File: src/rtl/bcd_field_extensor_seq_pkg.sv
// Shared definitions for the digit field extender: mode encodings, fill
// digits and FSM state codes.
package bcd_field_extensor_seq_pkg;

    localparam logic MODE_BCD = 1'b0;
    localparam logic MODE_HEX = 1'b1;

    localparam logic [3:0] FILL_POS     = 4'h0;
    localparam logic [3:0] FILL_BCD_NEG = 4'h9;
    localparam logic [3:0] FILL_HEX_NEG = 4'hF;

    typedef enum logic [1:0] {
        IDLE  = 2'd0,
        CHECK = 2'd1,
        FILL  = 2'd2,
        DONE  = 2'd3
    } state_t;

endpackage

File: src/rtl/bcd_field_extensor_seq_classifier.sv
// Combinational classification of one 4-bit digit: the fill digit it implies
// when it is the most significant digit, and whether it is illegal in BCD.
module digit_sign_classifier
    import bcd_field_extensor_seq_pkg::*;
(
    input  logic [3:0] digit,
    input  logic       mode,
    output logic [3:0] fill,
    output logic       bad
);

    // BCD: 0-4 positive, 5-9 negative (10's complement), 10-15 illegal and
    // treated as positive. HEX: the top bit of the nibble is the sign.
    always_comb begin
        fill = FILL_POS;
        bad  = 1'b0;
        if (mode == MODE_HEX) begin
            if (digit[3]) begin
                fill = FILL_HEX_NEG;
            end
        end else begin
            if (digit > 4'd9) begin
                bad = 1'b1;
            end else if (digit >= 4'd5) begin
                fill = FILL_BCD_NEG;
            end
        end
    end

endmodule

File: src/rtl/bcd_field_extensor_seq.sv
// Sequential sign extender for N_IN-digit signed words (BCD 10's complement or
// HEX 2's complement) to N_OUT digits. Copies one digit per cycle LSD first,
// resolves the fill digit from the MSD, then writes the fill digits one per
// cycle and presents the result through a valid/ready handshake.
module bcd_field_extensor_seq
    import bcd_field_extensor_seq_pkg::*;
#(
    parameter int N_IN  = 4,
    parameter int N_OUT = 8
) (
    input  logic               clock,
    input  logic               reset_,
    input  logic               in_valid,
    output logic               in_ready,
    input  logic               mode,
    input  logic [4*N_IN-1:0]  x,
    output logic               out_valid,
    input  logic               out_ready,
    output logic [4*N_OUT-1:0] x_est,
    output logic               sign,
    output logic               err
);

    localparam int CW     = $clog2(N_OUT) + 1;
    localparam int IW_IN  = (N_IN  > 1) ? $clog2(N_IN)  : 1;
    localparam int IW_OUT = (N_OUT > 1) ? $clog2(N_OUT) : 1;

    localparam logic [CW-1:0] LAST_IN  = CW'(N_IN - 1);
    localparam logic [CW-1:0] LAST_OUT = CW'(N_OUT - 1);
    localparam logic [CW-1:0] N_OUT_C  = CW'(N_OUT);

    state_t                     state_q, state_d;
    logic [CW-1:0]              cnt_q, cnt_d;
    logic [N_IN-1:0][3:0]       x_hold_q, x_hold_d;
    logic                       mode_q, mode_d;
    logic [N_OUT-1:0][3:0]      x_est_q, x_est_d;
    logic [3:0]                 fill_q, fill_d;
    logic                       sign_q, sign_d;
    logic                       err_q, err_d;

    logic [IW_IN-1:0]           idx_in;
    logic [IW_OUT-1:0]          idx_out;
    logic [3:0]                 cur_digit;
    logic [3:0]                 cls_fill;
    logic                       cls_bad;
    logic                       is_msd;

    assign idx_in    = cnt_q[IW_IN-1:0];
    assign idx_out   = cnt_q[IW_OUT-1:0];
    assign cur_digit = x_hold_q[idx_in];
    assign is_msd    = (cnt_q == LAST_IN);

    digit_sign_classifier u_classifier (
        .digit (cur_digit),
        .mode  (mode_q),
        .fill  (cls_fill),
        .bad   (cls_bad)
    );

    // State and datapath registers; reset aborts any transaction in flight.
    always_ff @(posedge clock or negedge reset_) begin
        if (!reset_) begin
            state_q  <= IDLE;
            cnt_q    <= '0;
            x_hold_q <= '0;
            mode_q   <= MODE_BCD;
            x_est_q  <= '0;
            fill_q   <= FILL_POS;
            sign_q   <= 1'b0;
            err_q    <= 1'b0;
        end else begin
            state_q  <= state_d;
            cnt_q    <= cnt_d;
            x_hold_q <= x_hold_d;
            mode_q   <= mode_d;
            x_est_q  <= x_est_d;
            fill_q   <= fill_d;
            sign_q   <= sign_d;
            err_q    <= err_d;
        end
    end

    // Next-state logic: the digit counter alone decides when CHECK and FILL end.
    always_comb begin
        state_d = state_q;
        case (state_q)
            IDLE:  if (in_valid) state_d = CHECK;
            CHECK: if (is_msd) state_d = (N_OUT > N_IN) ? FILL : DONE;
            FILL:  if (cnt_q == LAST_OUT) state_d = DONE;
            DONE:  if (out_ready) state_d = IDLE;
            default: state_d = IDLE;
        endcase
    end

    // Datapath updates: latch at accept, copy digits in CHECK, fill in FILL.
    always_comb begin
        cnt_d    = cnt_q;
        x_hold_d = x_hold_q;
        mode_d   = mode_q;
        x_est_d  = x_est_q;
        fill_d   = fill_q;
        sign_d   = sign_q;
        err_d    = err_q;
        case (state_q)
            IDLE: begin
                if (in_valid) begin
                    x_hold_d = x;
                    mode_d   = mode;
                    err_d    = 1'b0;
                    sign_d   = 1'b0;
                    cnt_d    = '0;
                end
            end
            CHECK: begin
                x_est_d[idx_out] = cur_digit;
                if (cls_bad) begin
                    err_d = 1'b1;
                end
                if (is_msd) begin
                    fill_d = cls_fill;
                    sign_d = (cls_fill != FILL_POS);
                end
                cnt_d = cnt_q + 1'b1;
            end
            FILL: begin
                x_est_d[idx_out] = fill_q;
                cnt_d = cnt_q + 1'b1;
            end
            default: begin
            end
        endcase
    end

    // Handshake outputs follow the state directly.
    always_comb begin
        in_ready  = (state_q == IDLE);
        out_valid = (state_q == DONE);
    end

    assign x_est = x_est_q;
    assign sign  = sign_q;
    assign err   = err_q;

    // Digit writes happen only in CHECK and FILL and must stay inside x_est.
    always @(posedge clock) begin
        if (reset_ && (state_q == CHECK || state_q == FILL)) begin
            assert (cnt_q < N_OUT_C);
        end
    end

endmodule

File: config.mk
export PLATFORM = sky130hd
export DESIGN_NAME = bcd_field_extensor_seq
export DESIGN_NICKNAME = d
export VERILOG_FILES = /design/src/rtl/bcd_field_extensor_seq_pkg.sv /design/src/rtl/bcd_field_extensor_seq_classifier.sv /design/src/rtl/bcd_field_extensor_seq.sv
export SDC_FILE = /design/constraint.sdc
export NUM_CORES = 1
export LEC_CHECK = 0
export ABC_AREA = 1
export CAP_MARGIN = 20
export CORE_MARGIN = 2
export CORE_UTILIZATION = 52
export CTS_CLUSTER_DIAMETER = 60
export CTS_CLUSTER_SIZE = 16
export DETAILED_ROUTE_END_ITERATION = 10
export PLACE_DENSITY = 0.8
export SLEW_MARGIN = 20
export SYNTH_ARGS = -nofsm -noshare
export SYNTH_HDL_FRONTEND = slang
export SYNTH_HIERARCHICAL = 1
export SYNTH_SLANG_ARGS = --single-unit
File: constraint.sdc
create_clock -name clock -period 2.25 [get_ports clock]
set_input_delay 0.3375 -clock clock [delete_from_list [all_inputs] [get_ports clock]]
set_output_delay 0.3375 -clock clock [all_outputs]
set_load 0.01 [all_outputs]
==> results_dict.tcl, run 1 <==
set metrics [dict create \
    synth_edf_count 0 \
    max_slew_margin_pct 61.6 \
    die_x_um 80.8 \
    setup_slack_ns 0.196 \
    antennaDiodeCount 0 \
    synth.net_count 417 \
    cts_made_buffers 9 \
    final_hold_viol_count 3 \
    worstMarginPinSlew_ns 0.577 \
    skew_ns 0.00645 \
    ir_worst_vdd_v 0.000666 \
    vias 2639 \
    yosysMostFrequentCell "nand2_1" \
    start_util_pct 54.8 \
    status "complete, but fails checks" \
    hold_path.class "in2async" \
    ctsHoldBuffers 0 \
    syn_area_um2 3070 \
    crit_family "buffers and inverters" \
    fillers 472 \
    core-area_um2 5610 \
    cts_tree "done" \
    arrival_ns 1.72 \
    synth_area_leaders "dfrtp_1 (50%), nand2_1 (24%), nor2_1 (4.6%)" \
    ys_ff_latch 61 \
    antenna_found_initial 0 \
    grt_max_degree 25 \
    synth_top_area_share_pct 49.7 \
    violations "hold timing" \
    synthTopCellsByCount "nand2_1 (194), dfrtp_1 (61), nor2_1 (38), inv_1 (21), nand3_1 (10)" \
    grt_pass1_vias 2501 \
    drive_gt1_share_pct 12.4 \
    rows 27 \
    post-cts-setup-buffer-count 0 \
    slowest_stage "clkdlybuf4s50_1" \
    grt_first_pass_wirelength_um 11700 \
    syn_avg_cell_area_um2 7.87 \
    pre_cts_ws_ns 0.401 \
    grt-ovfl-total 0 \
    hold_slack_ns -0.00329 \
    setup_viol 0 \
    area_delta_synth_final_pct 26.2 \
    routabilityCongestion 0.881 \
    min_period_ns 2.05 \
    seq_area_um2 1530 \
    clk_latency_ns 0.34 \
    avgRoutedWirePerCell_um 13.2 \
    cp_max_fo 4 \
    ys_warn_count 6 \
    clock-sinks 61 \
    synthFlopType "dfrtp_1" \
    dieArea_um2 6540 \
    p_leak_uw 0.00205 \
    grt_util_all_layers_pct 23.9 \
    cts.htree.levels 3 \
    fmaxAchievable_mhz 487 \
    place_hpwl_um 5150 \
    drtPass1Iterations 4 \
    power_density_nw_per_um2 1530 \
    start_kind "flip-flop" \
    cp.required_ns 1.91 \
    setup_tns_ns 0 \
    drt_wl_total_um 7010 \
    die_h_um 80.8 \
    clockRootBuffer "clkbuf_8" \
    drt_iter0_drc 176 \
    ys_seq_area_share_pct 49.7 \
    period_share_pct 91.3 \
    cts_buffer_depth 2 \
    fin_nets 480 \
    cp_num_buf_inv 2 \
    cap_violations 0 \
    multi_input_area_um2 1360 \
    endpoint_kind "output pin" \
    slowest_delay_ns 0.57 \
    post-route-drc-count 0 \
    synth_top_cell_by_area "dfrtp_1" \
    ios 57 \
    cts_resized 0 \
    path_clk_slew_ns 0.06 \
    port_buffers 56 \
    syn_inst 390 \
    finalMaxSlewViolations 0 \
    synth-async-reset-ratio_pct 100 \
    synthDistinctLibCells 28 \
    critPathKind "reg2out" \
    rsz0062_at_grt "false" \
    final_antenna_net_count 0 \
    routed_via_density 4.98 \
    crit_chain "inv_1, ha_1, clkdlybuf4s50_1" \
]
## per-layer routing
| metal | wire, µm | share of wire, % | GRT usage, % | vias up |
|---|---|---|---|---|
| met5 | 0 | 0 | 0 | - |
| li1 | - | - | - | 1327 |
| met2 | 3470 | 50 | 38.4 | 78 |
| met4 | 162 | 2.3 | 11.0 | 0 |
| met3 | 375 | 5.4 | 5.44 | 14 |
| met1 | 3000 | 43 | 30.6 | 1220 |
## layout make-up
type                    instances  area share, %
well taps                      72           2.32
inverters                      28           2.94
repair buffers                 61           15.3
clock inverters                 4           1.23
clock buffers                  12           3.75
flip-flops and latches         61           39.4
multi-input cells             292           35.1
## power breakdown
group | switching (µW) | internal (µW) | leakage, µW
clock network | 410 | 538 | 0.0000964
registers | 349 | 1580 | 0.000779
logic | 1850 | 1210 | 0.00118
## sequential cells by signal, indices dropped and copies added (netlist names)
register	flops
sign	1
x_hold_q	16
fill_q	4
mode_q	1
state_q	2
cnt_q	4
x_est	32
err	1
## placed cells by master, fill, tap and decap left out, types with 2 or more instances in the layout
cell / count
nand3_2: 9
buf_4: 5
ha_1: 6
nand2_1: 194
dfrtp_1: 61
clkinv_2: 3
nor2_1: 38
nand3_1: 10
nor2_4: 2
nor2_2: 6
clkbuf_8: 10
inv_2: 3
nand4_1: 2
nand2_2: 5
inv_1: 21
clkdlybuf4s50_1: 55
nand4_4: 2
o21ai_1: 7
nand2_4: 4
clkbuf_1: 2
o21ai_0: 2
## metrics by stage
step                area [µm²]  total power (µW)  utilization (%)  hold slack, ns  instances
global route              3870              6410             69.1          0.0353        530
CTS                       3870              5960             69.1          0.0124        530
floorplan                 3070              3950                -          0.0419        390
global placement          3680              4890             65.7           0.363        514
detailed placement        3680              4990             65.7           0.372        514
finish                    3870              5930             69.1        -0.00329        530
## logic make-up after synthesis
group | Yosys count | share of synthesized area, %
adder cells (fa/ha/maj) | 6 | 2.44
flip-flops | 61 | 49.7
AO/OA/AOI/OAI | 13 | 2.44
AND/OR/NAND/NOR | 273 | 39.4
buffers and inverters | 37 | 6.03
## path summary, 6_finish.rpt
kind | slack (ns) | depth (start not counted) | endpoint | startpoint
worst min-delay path | -0.003 | 1 | x_hold_q[3] | reset_
worst max register to register | 0.38 | 8 | x_est[10] | state_q[0]
worst max-delay path | 0.20 | 3 | in_ready | state_q[0]
min in group clock | 0.48 | 2 | x_est[3] | x_est[3]
worst min register to register | 0.48 | 2 | x_est[3] | x_est[3]
max in group asynchronous | 1.54 | 2 | cnt_q[0] | reset_
Power figures use the tool's default switching activity.
==> inputs of run 2 (changes only) <==
Settings changed: RECOVER_POWER set to 100.
==> run 2 against run 1 <==
Non-clock buffer count did not move. Global-route usage did not move. Routed wire length fell by 0.19%. Critical path depth did not move. Maximum frequency fell by 3.2%. The run now ends clean. Flip-flop and latch count did not move. Power fell by 3.8%. Critical endpoint unchanged. Die area did not move.
==> results_dict.tcl, run 2 (same netlist as run 1, synthesis figures left out) <==
set metrics [dict create \
    status "finished, final reports clean" \
    worstMarginPinSlew_ns 1.40 \
    clk_latency_ns 0.33 \
    path_clk_slew_ns 0.06 \
    cp_max_fo 4 \
    grtUsageMet1_pct 30.6 \
    routabilityCongestion 0.881 \
    rr_startpoint "state_q[1]" \
    final_common_cell "nand2_1" \
    die_h_um 80.8 \
    finalMaxSlewViolations 0 \
    final_cell_mix "nand2_1 (195), dfrtp_1 (61), nor2_1 (40)" \
    endpoint_kind "output pin" \
    power_switching_uw 2520 \
    avgRoutedWirePerCell_um 13.2 \
    clockRootBuffer "clkbuf_8" \
    grt-ovfl-total 0 \
    rsz0062_at_grt "false" \
    clock-sinks 61 \
    hold_slack_ns 0.317 \
    p_leak_uw 0.00211 \
    place_hpwl_um 5150 \
    final_hold_viol_count 0 \
    power_density_nw_per_um2 1500 \
    internal-power_uw 3190 \
    period_share_pct 94.3 \
    fmaxAchievable_mhz 471 \
    grt_first_pass_wirelength_um 11700 \
    post-cts-setup-buffer-count 0 \
    grt_max_degree 25 \
    sw_frac_of_total_pct 44.1 \
    ios 57 \
    max_slew_margin_pct 6.63 \
    drt_iter0_drc 178 \
    grt_use_met3_pct 5.44 \
    die_x_um 80.8 \
    reg2regPathDepth 8 \
    seqPwrFrac_pct 33.5 \
    ir_worst_vdd_v 0.000662 \
    grt-busiest-layer "met2" \
    setup_viol 0 \
    cts_buffer_depth 2 \
    antennaDiodeCount 0 \
    stdcell_area_um2 3800 \
    drive_gt1_share_pct 9.39 \
    largest_register_ffs 32 \
    hold_path.class "in2async" \
    fin_nets 480 \
    grt_util_all_layers_pct 23.9 \
    ctsHoldBuffers 0 \
    cts.htree.levels 3 \
    grt_pass1_vias 2501 \
    min_period_ns 2.12 \
    routed_via_density 4.99 \
    dp_cells 514 \
    port_buffers 56 \
    finalNonFillerCells 530 \
    final_antenna_net_count 0 \
    setup_tns_ns 0 \
    cts_tree "done" \
    cts_made_buffers 9 \
    ff2ff_setup_slack_ns 0.37 \
    rows 27 \
    antenna_found_initial 0 \
    p_comb_share_pct 49.9 \
    start_kind "flip-flop" \
    arrival_ns 1.78 \
    drt_wl_total_um 6990 \
    power_frac_clock_pct 16.6 \
    drtPass1Iterations 4 \
    post-route-drc-count 0 \
    cp.required_ns 1.91 \
    dieArea_um2 6540 \
    cts_resized 0 \
    skew_ns 0.00693 \
    start_util_pct 54.8 \
    cap_violations 0 \
    grtUsageMet2_pct 38.4 \
    vias 2646 \
    core-area_um2 5610 \
    critPathKind "reg2out" \
    dpl-instance-area_um2 3680 \
    area_delta_synth_final_pct 23.7 \
    rr_endpoint "x_est[10]" \
]
## run 2: cell count changes in the layout (fill, tap and decap cells not counted), sizes merged
cell,before,now
buf,6,2
clkbuf,12,16
dlygate4sd3,0,36
clkdlybuf4s50,55,19
## run 2: worst max-delay path, stage by stage, from the launching register on
cell and delay, ns:
dfrtp_1 0.44, inv_1 0.13, ha_1 0.25, dlygate4sd3_1 0.64
## run 2: metal layers
layer  vias to the layer above  routed length (µm)
met3                        11                 341
met1                      1241                3040
met5                         -                   0
met2                        69                3490
li1                       1325                   -
met4                         0                 123
## run 2: how the worst max path moves through the flow
stage	from	to	slack, ns	depth (start not counted)
6_report	state_q[1]	in_ready	0.13	3
4_1_cts	state_q[0]	in_ready	0.19	3
3_5_place_dp	state_q[0]	x_est[10]	0.40	8
5_1_grt	state_q[1]	in_ready	0.10	3
2_1_floorplan	cnt_q[0]	sign	0.59	16
3_3_place_gp	state_q[1]	x_est[26]	0.42	8
## run 2: per-stage QoR
step | utilization (%) | setup slack, ns | power, µW
final | 67.7 | 0.128 | 5710
after detailed placement | 65.7 | 0.401 | 4990
after floorplan | - | 0.594 | 3950
after global placement | 65.7 | 0.420 | 4890
after global routing | 67.7 | 0.103 | 6190
after CTS | 69.1 | 0.188 | 5960
## run 2: layout make-up
cell class / instances / area, µm²
flip-flops and latches: 61 / 1530
fillers: 484 / 1810
clock inverters: 4 / 47.5
clock buffers: 12 / 145
well taps: 72 / 90.1
inverters: 28 / 114
multi-input cells: 292 / 1290
repair buffers: 61 / 583
## run 2: power by group through the flow
| stage | logic, µW | registers [µW] | clock network (µW) |
|---|---|---|---|
| CTS | 3070 | 1930 | 964 |
| global placement | 2960 | 1930 | 0 |
| global route | 3200 | 1960 | 1020 |
| finish | 2850 | 1910 | 948 |
| detailed placement | 3050 | 1940 | 0 |
| floorplan | 2000 | 1960 | 0 |
